[config.mk]
export PLATFORM = sky130hd
export DESIGN_NAME = uart_bus_bridge
export DESIGN_NICKNAME = d
export VERILOG_FILES = /design/src/rtl/uart_bus_bridge.sv
export SDC_FILE = /design/constraint.sdc
export NUM_CORES = 1
export LEC_CHECK = 0
export ABC_CLOCK_PERIOD_IN_PS = 2100
export BUFFER_PORTS_ARGS = -buffer_cell sky130_fd_sc_hd__buf_2
export CAP_MARGIN = 20
export CORE_MARGIN = 8
export CORE_UTILIZATION = 30
export DETAILED_ROUTE_END_ITERATION = 8
export PLACE_DENSITY = 0.53
export SYNTH_ARGS = -nofsm -noshare
export SYNTH_HDL_FRONTEND = slang
export SYNTH_SLANG_ARGS = --single-unit
[constraint.sdc]
create_clock -name clk -period 2.1 [get_ports clk]
set_input_delay 0.525 -clock clk [delete_from_list [all_inputs] [get_ports clk]]
set_output_delay 0.525 -clock clk [all_outputs]
set_load 0.02 [all_outputs]
[src/rtl/uart_bus_bridge.sv]
// UART-to-bus bridge: decodes 8N1 'W'/'R' command frames into single-cycle peripheral
// bus strobes and returns ACK, NAK or read data over the serial TX pin.
module uart_bus_bridge #(
    parameter int CLKS_PER_BIT = 10417,
    parameter int TIMEOUT_CLKS = 2000000
) (
    input  logic        clk,
    input  logic        reset,
    input  logic        uart_rx,
    output logic        uart_tx,
    output logic        bus_rd,
    output logic        bus_wr,
    output logic [31:0] bus_addr,
    output logic [31:0] bus_wdata,
    input  logic [31:0] bus_rdata,
    output logic        busy
);
    localparam int CW = $clog2(CLKS_PER_BIT);
    localparam int TW = $clog2(TIMEOUT_CLKS);
    localparam logic [CW-1:0] BIT_LAST  = CW'(CLKS_PER_BIT - 1);
    localparam logic [CW-1:0] HALF_LAST = CW'(CLKS_PER_BIT / 2 - 1);
    localparam logic [TW-1:0] TO_LAST   = TW'(TIMEOUT_CLKS - 1);

    localparam logic [1:0] RX_IDLE = 2'd0, RX_START = 2'd1, RX_DATA = 2'd2, RX_STOP = 2'd3;
    localparam logic [2:0] C_IDLE = 3'd0, C_ADDR = 3'd1, C_DATA = 3'd2, C_EXEC = 3'd3, C_RESP = 3'd4;

    logic          rx_s1_q, rx_s2_q, rx_s3_q;
    logic [1:0]    rx_st_q;
    logic [CW-1:0] rx_cnt_q;
    logic [2:0]    rx_bit_q;
    logic [7:0]    rx_sh_q;
    logic          rx_vld_q, rx_ferr_q;

    logic          tx_act_q, tx_q;
    logic [8:0]    tx_sh_q;
    logic [CW-1:0] tx_cnt_q;
    logic [3:0]    tx_bit_q;
    logic          tx_done, tx_load;
    logic [7:0]    tx_byte;

    logic [2:0]    st_q, st_d;
    logic          is_wr_q, is_wr_d;
    logic [1:0]    bcnt_q, bcnt_d, left_q, left_d;
    logic [31:0]   addr_sh_q, addr_sh_d, data_sh_q, data_sh_d, resp_q, resp_d;
    logic [31:0]   bus_addr_q, bus_addr_d, bus_wdata_q, bus_wdata_d;
    logic [TW-1:0] to_q, to_d;
    logic [31:0]   rd_addr;

    // Receiver: 2-flop synchronizer, falling-edge start detect, mid-bit sampling
    always_ff @(posedge clk or negedge reset) begin
        if (!reset) begin
            rx_s1_q   <= 1'b1;
            rx_s2_q   <= 1'b1;
            rx_s3_q   <= 1'b1;
            rx_st_q   <= RX_IDLE;
            rx_cnt_q  <= '0;
            rx_bit_q  <= '0;
            rx_sh_q   <= '0;
            rx_vld_q  <= 1'b0;
            rx_ferr_q <= 1'b0;
        end else begin
            rx_s1_q   <= uart_rx;
            rx_s2_q   <= rx_s1_q;
            rx_s3_q   <= rx_s2_q;
            rx_vld_q  <= 1'b0;
            rx_ferr_q <= 1'b0;
            case (rx_st_q)
                RX_IDLE: begin
                    if (rx_s3_q && !rx_s2_q) begin
                        rx_st_q  <= RX_START;
                        rx_cnt_q <= '0;
                    end
                end
                RX_START: begin
                    if (rx_cnt_q == HALF_LAST) begin
                        rx_cnt_q <= '0;
                        rx_bit_q <= '0;
                        rx_st_q  <= rx_s2_q ? RX_IDLE : RX_DATA;
                    end else begin
                        rx_cnt_q <= rx_cnt_q + 1'b1;
                    end
                end
                RX_DATA: begin
                    if (rx_cnt_q == BIT_LAST) begin
                        rx_cnt_q <= '0;
                        rx_sh_q  <= {rx_s2_q, rx_sh_q[7:1]};
                        rx_bit_q <= rx_bit_q + 1'b1;
                        if (rx_bit_q == 3'd7) rx_st_q <= RX_STOP;
                    end else begin
                        rx_cnt_q <= rx_cnt_q + 1'b1;
                    end
                end
                default: begin
                    if (rx_cnt_q == BIT_LAST) begin
                        rx_cnt_q  <= '0;
                        rx_st_q   <= RX_IDLE;
                        rx_vld_q  <= rx_s2_q;
                        rx_ferr_q <= !rx_s2_q;
                    end else begin
                        rx_cnt_q <= rx_cnt_q + 1'b1;
                    end
                end
            endcase
        end
    end

    assign rd_addr = {addr_sh_q[23:0], rx_sh_q};

    always_comb begin
        st_d        = st_q;
        is_wr_d     = is_wr_q;
        bcnt_d      = bcnt_q;
        left_d      = left_q;
        addr_sh_d   = addr_sh_q;
        data_sh_d   = data_sh_q;
        resp_d      = resp_q;
        bus_addr_d  = bus_addr_q;
        bus_wdata_d = bus_wdata_q;
        to_d        = to_q;
        tx_load     = 1'b0;
        tx_byte     = 8'h00;
        case (st_q)
            C_IDLE: begin
                to_d = '0;
                if (rx_vld_q) begin
                    if (rx_sh_q == 8'h57 || rx_sh_q == 8'h52) begin
                        is_wr_d = (rx_sh_q == 8'h57);
                        bcnt_d  = '0;
                        st_d    = C_ADDR;
                    end else begin
                        tx_load = 1'b1;
                        tx_byte = 8'h15;
                        left_d  = '0;
                        st_d    = C_RESP;
                    end
                end
            end
            C_ADDR, C_DATA: begin
                if (rx_ferr_q) begin
                    st_d = C_IDLE;
                end else if (rx_vld_q) begin
                    to_d   = '0;
                    bcnt_d = bcnt_q + 1'b1;
                    if (st_q == C_ADDR) begin
                        addr_sh_d = rd_addr;
                        if (bcnt_q == 2'd3) begin
                            st_d = is_wr_q ? C_DATA : C_EXEC;
                            if (!is_wr_q && rd_addr[1:0] == 2'b00) bus_addr_d = rd_addr;
                        end
                    end else begin
                        data_sh_d = {data_sh_q[23:0], rx_sh_q};
                        if (bcnt_q == 2'd3) begin
                            st_d = C_EXEC;
                            if (addr_sh_q[1:0] == 2'b00) begin
                                bus_addr_d  = addr_sh_q;
                                bus_wdata_d = {data_sh_q[23:0], rx_sh_q};
                            end
                        end
                    end
                end else if (to_q == TO_LAST) begin
                    st_d = C_IDLE;
                end else begin
                    to_d = to_q + 1'b1;
                end
            end
            C_EXEC: begin
                // First reply byte launches here so its start bit follows this cycle directly
                st_d    = C_RESP;
                tx_load = 1'b1;
                left_d  = '0;
                if (addr_sh_q[1:0] != 2'b00) begin
                    tx_byte = 8'h15;
                end else if (is_wr_q) begin
                    tx_byte = 8'h06;
                end else begin
                    tx_byte = bus_rdata[31:24];
                    resp_d  = {bus_rdata[23:0], 8'h00};
                    left_d  = 2'd3;
                end
            end
            default: begin
                if (tx_done) begin
                    if (left_q != 2'd0) begin
                        tx_load = 1'b1;
                        tx_byte = resp_q[31:24];
                        resp_d  = {resp_q[23:0], 8'h00};
                        left_d  = left_q - 1'b1;
                    end else begin
                        st_d = C_IDLE;
                    end
                end
            end
        endcase
    end

    always_ff @(posedge clk or negedge reset) begin
        if (!reset) begin
            st_q        <= C_IDLE;
            is_wr_q     <= 1'b0;
            bcnt_q      <= '0;
            left_q      <= '0;
            addr_sh_q   <= '0;
            data_sh_q   <= '0;
            resp_q      <= '0;
            bus_addr_q  <= '0;
            bus_wdata_q <= '0;
            to_q        <= '0;
        end else begin
            st_q        <= st_d;
            is_wr_q     <= is_wr_d;
            bcnt_q      <= bcnt_d;
            left_q      <= left_d;
            addr_sh_q   <= addr_sh_d;
            data_sh_q   <= data_sh_d;
            resp_q      <= resp_d;
            bus_addr_q  <= bus_addr_d;
            bus_wdata_q <= bus_wdata_d;
            to_q        <= to_d;
        end
    end

    // Transmitter: tx_bit_q is the bit on the line (0 start, 1-8 data, 9 stop)
    assign tx_done = tx_act_q && (tx_cnt_q == BIT_LAST) && (tx_bit_q == 4'd9);

    always_ff @(posedge clk or negedge reset) begin
        if (!reset) begin
            tx_act_q <= 1'b0;
            tx_q     <= 1'b1;
            tx_sh_q  <= '0;
            tx_cnt_q <= '0;
            tx_bit_q <= '0;
        end else if (tx_load) begin
            tx_act_q <= 1'b1;
            tx_q     <= 1'b0;
            tx_sh_q  <= {1'b1, tx_byte};
            tx_cnt_q <= '0;
            tx_bit_q <= '0;
        end else if (tx_act_q) begin
            if (tx_cnt_q == BIT_LAST) begin
                tx_cnt_q <= '0;
                if (tx_bit_q == 4'd9) begin
                    tx_act_q <= 1'b0;
                    tx_q     <= 1'b1;
                end else begin
                    tx_q     <= tx_sh_q[0];
                    tx_sh_q  <= {1'b0, tx_sh_q[8:1]};
                    tx_bit_q <= tx_bit_q + 1'b1;
                end
            end else begin
                tx_cnt_q <= tx_cnt_q + 1'b1;
            end
        end
    end

    assign uart_tx   = tx_q;
    assign bus_wr    = (st_q == C_EXEC) && is_wr_q && (addr_sh_q[1:0] == 2'b00);
    assign bus_rd    = (st_q == C_EXEC) && !is_wr_q && (addr_sh_q[1:0] == 2'b00);
    assign bus_addr  = bus_addr_q;
    assign bus_wdata = bus_wdata_q;
    assign busy      = (st_q != C_IDLE);

endmodule

== Yosys cells after proc, flatten, opt, wreduce, memory -nomap -nowiden ==
Index checks and enable logic that the tools add are counted.
Operators by class
  mux-type cells: 87
  bitwise gates (word level): 4
  reductions and logical operators: 47
  add/subtract/negate cells: 7
  equality and inequality tests: 31
Operator list (number)
  two-way mux 32 bit: 9
  two-way mux 14 bit: 6
  one-hot mux 32 bit (2 select lines): 1
  two-way mux 21 bit: 3
  one-hot mux 21 bit (2 select lines): 1
  two-way mux 3 bit: 12
  two-way mux 9 bit: 4
  two-way mux 2 bit: 16
  two-way mux 8 bit: 4
  adder 14 x 1 -> 14 bit (second input constant): 2
  == test 14 bit (second input constant): 2
  one-hot mux 14 bit (2 select lines): 1
  AND reduction 5 bit: 5
  inequality test 2 bit (second input constant): 12
  one-hot mux 8 bit (3 select lines): 1
  adder 21 x 1 -> 21 bit (second input constant): 1
  == test 21 bit (second input constant): 1
  nonzero test 2 bit: 9
  two-way mux 1 bit: 17
  == test 8 x 7 -> 1 bit (second input constant): 2
  two-way mux 4 bit: 4
  == test 14 x 13 -> 1 bit (second input constant): 1
  one-hot mux 2 bit (3 select lines): 2
  AND reduction 3 bit: 4
  other kinds (32): 56
Storage, ports and cells
  input port bits: 35
  register bits: 242
  output and inout bits: 68
  word-level logic and storage cells: 200

== Logic depth before layout (Yosys ltp) ==
  depth after elaboration: 7
  mapped depth: 9
  gate-level depth less buffers: 7

== Worst setup path after synthesis ==
OpenSTA, ideal clock, no wires.
  kind: register to register
  from: register st_q[1]
  to: register tx_q (netlist: uart_tx)
  path slack: -0.196 ns
  data arrival time: 2.214 ns
  stages on the path, launching flop included: 8
  data required time: 2.018 ns
  period minus slack after synthesis: 2.296 ns
  buffers on the path: 2
  setup time: 0.082 ns
  path through: dfrtp_1 -> buf_2 -> or4b_2 -> a31oi_4 -> or2_1 -> buf_4 -> o21bai_2 -> mux2_2
Between the ends
  cells in the longest elaborated chain, start to end: 5
  elaborated cells between the ends (all ways): 10
  classes of those cells: eq/ne (3); mux (2); reduce/logical (5)
Ends and longest elaborated chain
  from (decl): RTL line 41  | logic [2:0] st_q, st_d;
  from (signal assigned): RTL line 209  | st_q <= st_d;
  == test 3 x 1 -> 1 bit / == test 3 x 2 -> 1 bit (equally long branches): RTL line 122  | case (st_q)
  OR reduction 2 bit: RTL line 122
  one-hot mux 1 bit (3 select lines) *: RTL line 122
  nonzero test 2 bit (no line)
  AND reduction 2 bit (no line)
  to (signal assigned): RTL line 245  | tx_q <= tx_sh_q[0];
  to (decl): RTL line 34  | logic tx_act_q, tx_q;
Mark *: on every way between the ends. The rest lies on a longest branch, timed or not.
A chain may end at the register's enable or synchronous reset.

== Worst setup path in the final report ==
  from: register st_q[0]
  to: register bus_wdata_q[12] (netlist: bus_wdata[12])
Between the ends
  cells in the longest elaborated chain, start to end: 3
  elaborated cells between the ends (all ways): 5
  classes of those cells: eq/ne (2); bitwise (1); reduce/logical (2)
Ends and longest elaborated chain
  == test 3 x 1 -> 1 bit / == test 3 x 2 -> 1 bit (equally long branches): RTL line 122, 144
  OR reduction 2 bit / NOT 1 bit (equally long branches)
  AND reduction 6 bit (no line) *
  to (signal assigned): RTL line 217  | bus_wdata_q <= bus_wdata_d;
  to (decl): RTL line 45  | logic [31:0] bus_addr_q, bus_addr_d, bus_wdata_q, bus_wdata_d;
Marks and branches as above.

==> run summary <==
Die X: 206.6 µm
Global placer's final weighted congestion: 0.8201
Crit Path Category: reg2reg
Number of I/O port buffers: 102
Max Cap Viol: 0
Max VDD drop: 0.5302 mV
CP Capture Type: register
Syn avg cell area: 11.15 µm²
FP Rows: 70
Setup ws final: -0.2734 ns
Final setup viols: 68
Post-route cell area: 14480 µm²
CTS tree: yes
CTS H-tree depth: 1
Avg Vias per Cell: 4.847
Worst setup SP type: register
Via count: 8133
Number of synthesized flops with an enable pin: 0
Detailed Routing Iterations Pass 1: 4
# IOs: 103
Synthesized flop and latch total: 234
Share of cells above drive strength 1: 0.4017
Final wirelength: 27.22 mm
Leakage Power: 6.903 nW
Final HPWL DP: 17.97 mm
Slew margin rel.: 0.7105
Synthesis warning total: 0
CP max FO: 6
Syn Std Cell Area: 10900 µm²
DIE AREA: 42680 µm²
Sink Count: 234
Most frequent cells in the layout: dfrtp_1, buf_2, nand2_1
CTS Buf Count: 27
Outcome: complete, but fails checks
Commonest non-fill, non-tap cell in the layout: dfrtp_1
First-pass GRT wire length: 44.35 mm
Total power: 10.07 mW
Cells after Synth: 977
Final global-route overflow total: 0
Hold WS: 0.07638 ns
Core box area: 36170 µm²
Core Util, Final: 0.4003
Violated checks: negative setup slack
Initial drt markers: 441
Diodes inserted: 0
Most used DFF post-synth: dfrtp_1
Initial antenna violation count: 0
Largest net degree at the start of global routing: 72
F_max: 0.4213 GHz
Root Buffer: clkbuf_16
Syn_nets: 1023
Height of the die: 206.6 µm
Post-placement cell area: 12680 µm²
Clock-pin slew on the worst setup and hold paths: 0.06 ns
RSZ-0062 raised after global routing: yes
Max Slew Vio Count: 0
Final Hold Fails: 0
Total Routing Usage GR: 0.1257
Initial Utilization: 0.3013
Post-layout min period: 2.373 ns
Count of different cell masters after synthesis: 66
Slew of the pin with the lowest slew margin: 0.4326 ns
Tcrit/Tclk final: 1.130
Synthesis-to-finish area growth: 32.86%
Post-Route Skew: 0.01283 ns
Fin nets: 1235
Clk_lat worst skew: 0.54 ns
DRC viols: 0
CTS Buffer Depth: 3
Drt wl/cell: 16.22 µm
Pwr dens: 695.6 nW/µm²
Vias in the first global route: 8336
Worst slack, placed: -0.04035 ns
Hold/Removal Path Class: in2reg
Critical Path RT: 2.53 ns
Ys async rst share: 1.000
DRT antenna net count: 0
Seq/Total Area, Yosys: 0.5378
CP arrival: 2.80 ns
-- cells in the mapped netlist (all sizes together) (4+ instances only) --
master,count,area (µm²)
nor3,18,90.09
dfrtp,230,5756
ha,11,137.6
nand2b,8,50.05
buf,16,96.34
or4b,4,40.04
nor2b,9,56.30
mux2i,31,310.3
and3,10,62.56
a22o,11,96.34
inv,24,90.09
nor2,74,277.8
xnor2,8,70.07
nand4,14,87.58
a22oi,4,30.03
nand2,96,360.4
o31ai,6,45.04
o21ai,43,215.2
a31oi,12,90.09
or3,14,87.58
xor2,10,87.58
or2,10,62.56
a21oi,54,270.3
mux2,113,1378
and2,7,43.79
and4,6,52.55
a211oi,5,37.54
dfstp,4,105.1
clkbuf,38,143.9
nand3,28,140.1
a2bb2oi,5,50.04
nor4b,7,61.31
nand4b,5,43.79
or4,7,52.55
-- kinds of logic after synthesis --
family                     count (synthesis)  share of synthesized area
AOI/OAI and AO/OA                        162                    0.09403
xor gates and xnor gates                  18                    0.01447
adders and majority gates                 12                    0.01355
buffers and inverters                     78                    0.03031
DFF                                      234                     0.5378
muxes                                    144                     0.1549
and+or+nand+nor                          329                     0.1550
-- power breakdown --
| group | leakage (nW) | switching, mW | internal, mW | total (mW) |
|---|---|---|---|---|
| Clock | 0.464 | 1.89 | 2.88 | 4.77 |
| Sequential | 3.14 | 0.0441 | 4.57 | 4.61 |
| Combinational | 3.29 | 0.362 | 0.325 | 0.686 |
-- state kept, by name, indices dropped and copies added (netlist names) --
register   count
addr_sh_q     32
bcnt_q         2
bus_addr      32
bus_wdata     32
data_sh_q     24
is_wr_q        1
left_q         2
resp_q        24
rx_bit_q       3
rx_cnt_q      14
rx_ferr_q      1
rx_s1_q        1
rx_s2_q        1
rx_s3_q        1
rx_sh_q        8
rx_st_q        2
rx_vld_q       1
st_q           3
to_q          21
tx_act_q       1
tx_bit_q       4
tx_cnt_q      14
tx_sh_q        9
uart_tx        1
-- stage by stage --
stage,cells,setup TNS [ns]
2_1_floorplan,977,-4.429
3_3_place_gp,1588,-0.07966
3_5_place_dp,1588,-0.8484
4_1_cts,1660,-4.309
5_1_grt,1678,-12.79
6_report,1678,-9.105
-- layer usage --
metal | up-vias | GRT usage | share of wire
met2 | 124 | 0.2082 | 0.49
li1 | 3914 | - | -
met1 | 4044 | 0.1670 | 0.45
met3 | 51 | 0.01717 | 0.032
met4 | 0 | 0.04369 | 0.029
met5 | - | 0 | 0
-- layout make-up --
type / instances / area, µm²
clock buffer: 42 / 842.1
tap: 468 / 585.6
fill: 3473 / 21690
multi-input combinational: 665 / 5147
inverter: 24 / 90.09
clock inverter: 8 / 80.08
sequential: 234 / 5863
timing repair buffer: 237 / 1871
-- worst paths after layout --
kind                                 end  depth (start not counted)    start  slack [ns]
max in group asynchronous        rx_s1_q                          3    reset        0.95
setup / recovery           bus_wdata[12]                          7  st_q[0]       -0.27
setup reg to reg           bus_wdata[12]                          7  st_q[0]       -0.27
hold reg to reg                  rx_s2_q                          0  rx_s1_q        0.36
min in group asynchronous   bus_addr[27]                          2    reset        0.42
hold / removal                   rx_s1_q                          1  uart_rx        0.08
-- worst max-delay path: stages (launching register included) --
cell and delay, ns:
dfrtp_1 0.38, buf_4 0.14, buf_6 0.11, or4b_4 0.53, or4_4 0.51, buf_6 0.16, buf_16 0.14, mux2_4 0.29
-- what timing repair did --
| item | 4_1_cts | 5_1_grt |
|---|---|---|
| hold buffers | 1 | 0 |
| setup buffers | 18 | 17 |
| pin swaps | 5 | 26 |
| gates resized for setup | 36 | 118 |
| cloned | 3 | 4 |
| endpoints found under the setup margin | 40 | 117 |
| hold endpoints to repair | 28 | 0 |
Note: power is estimated with default switching activity, not from simulation.
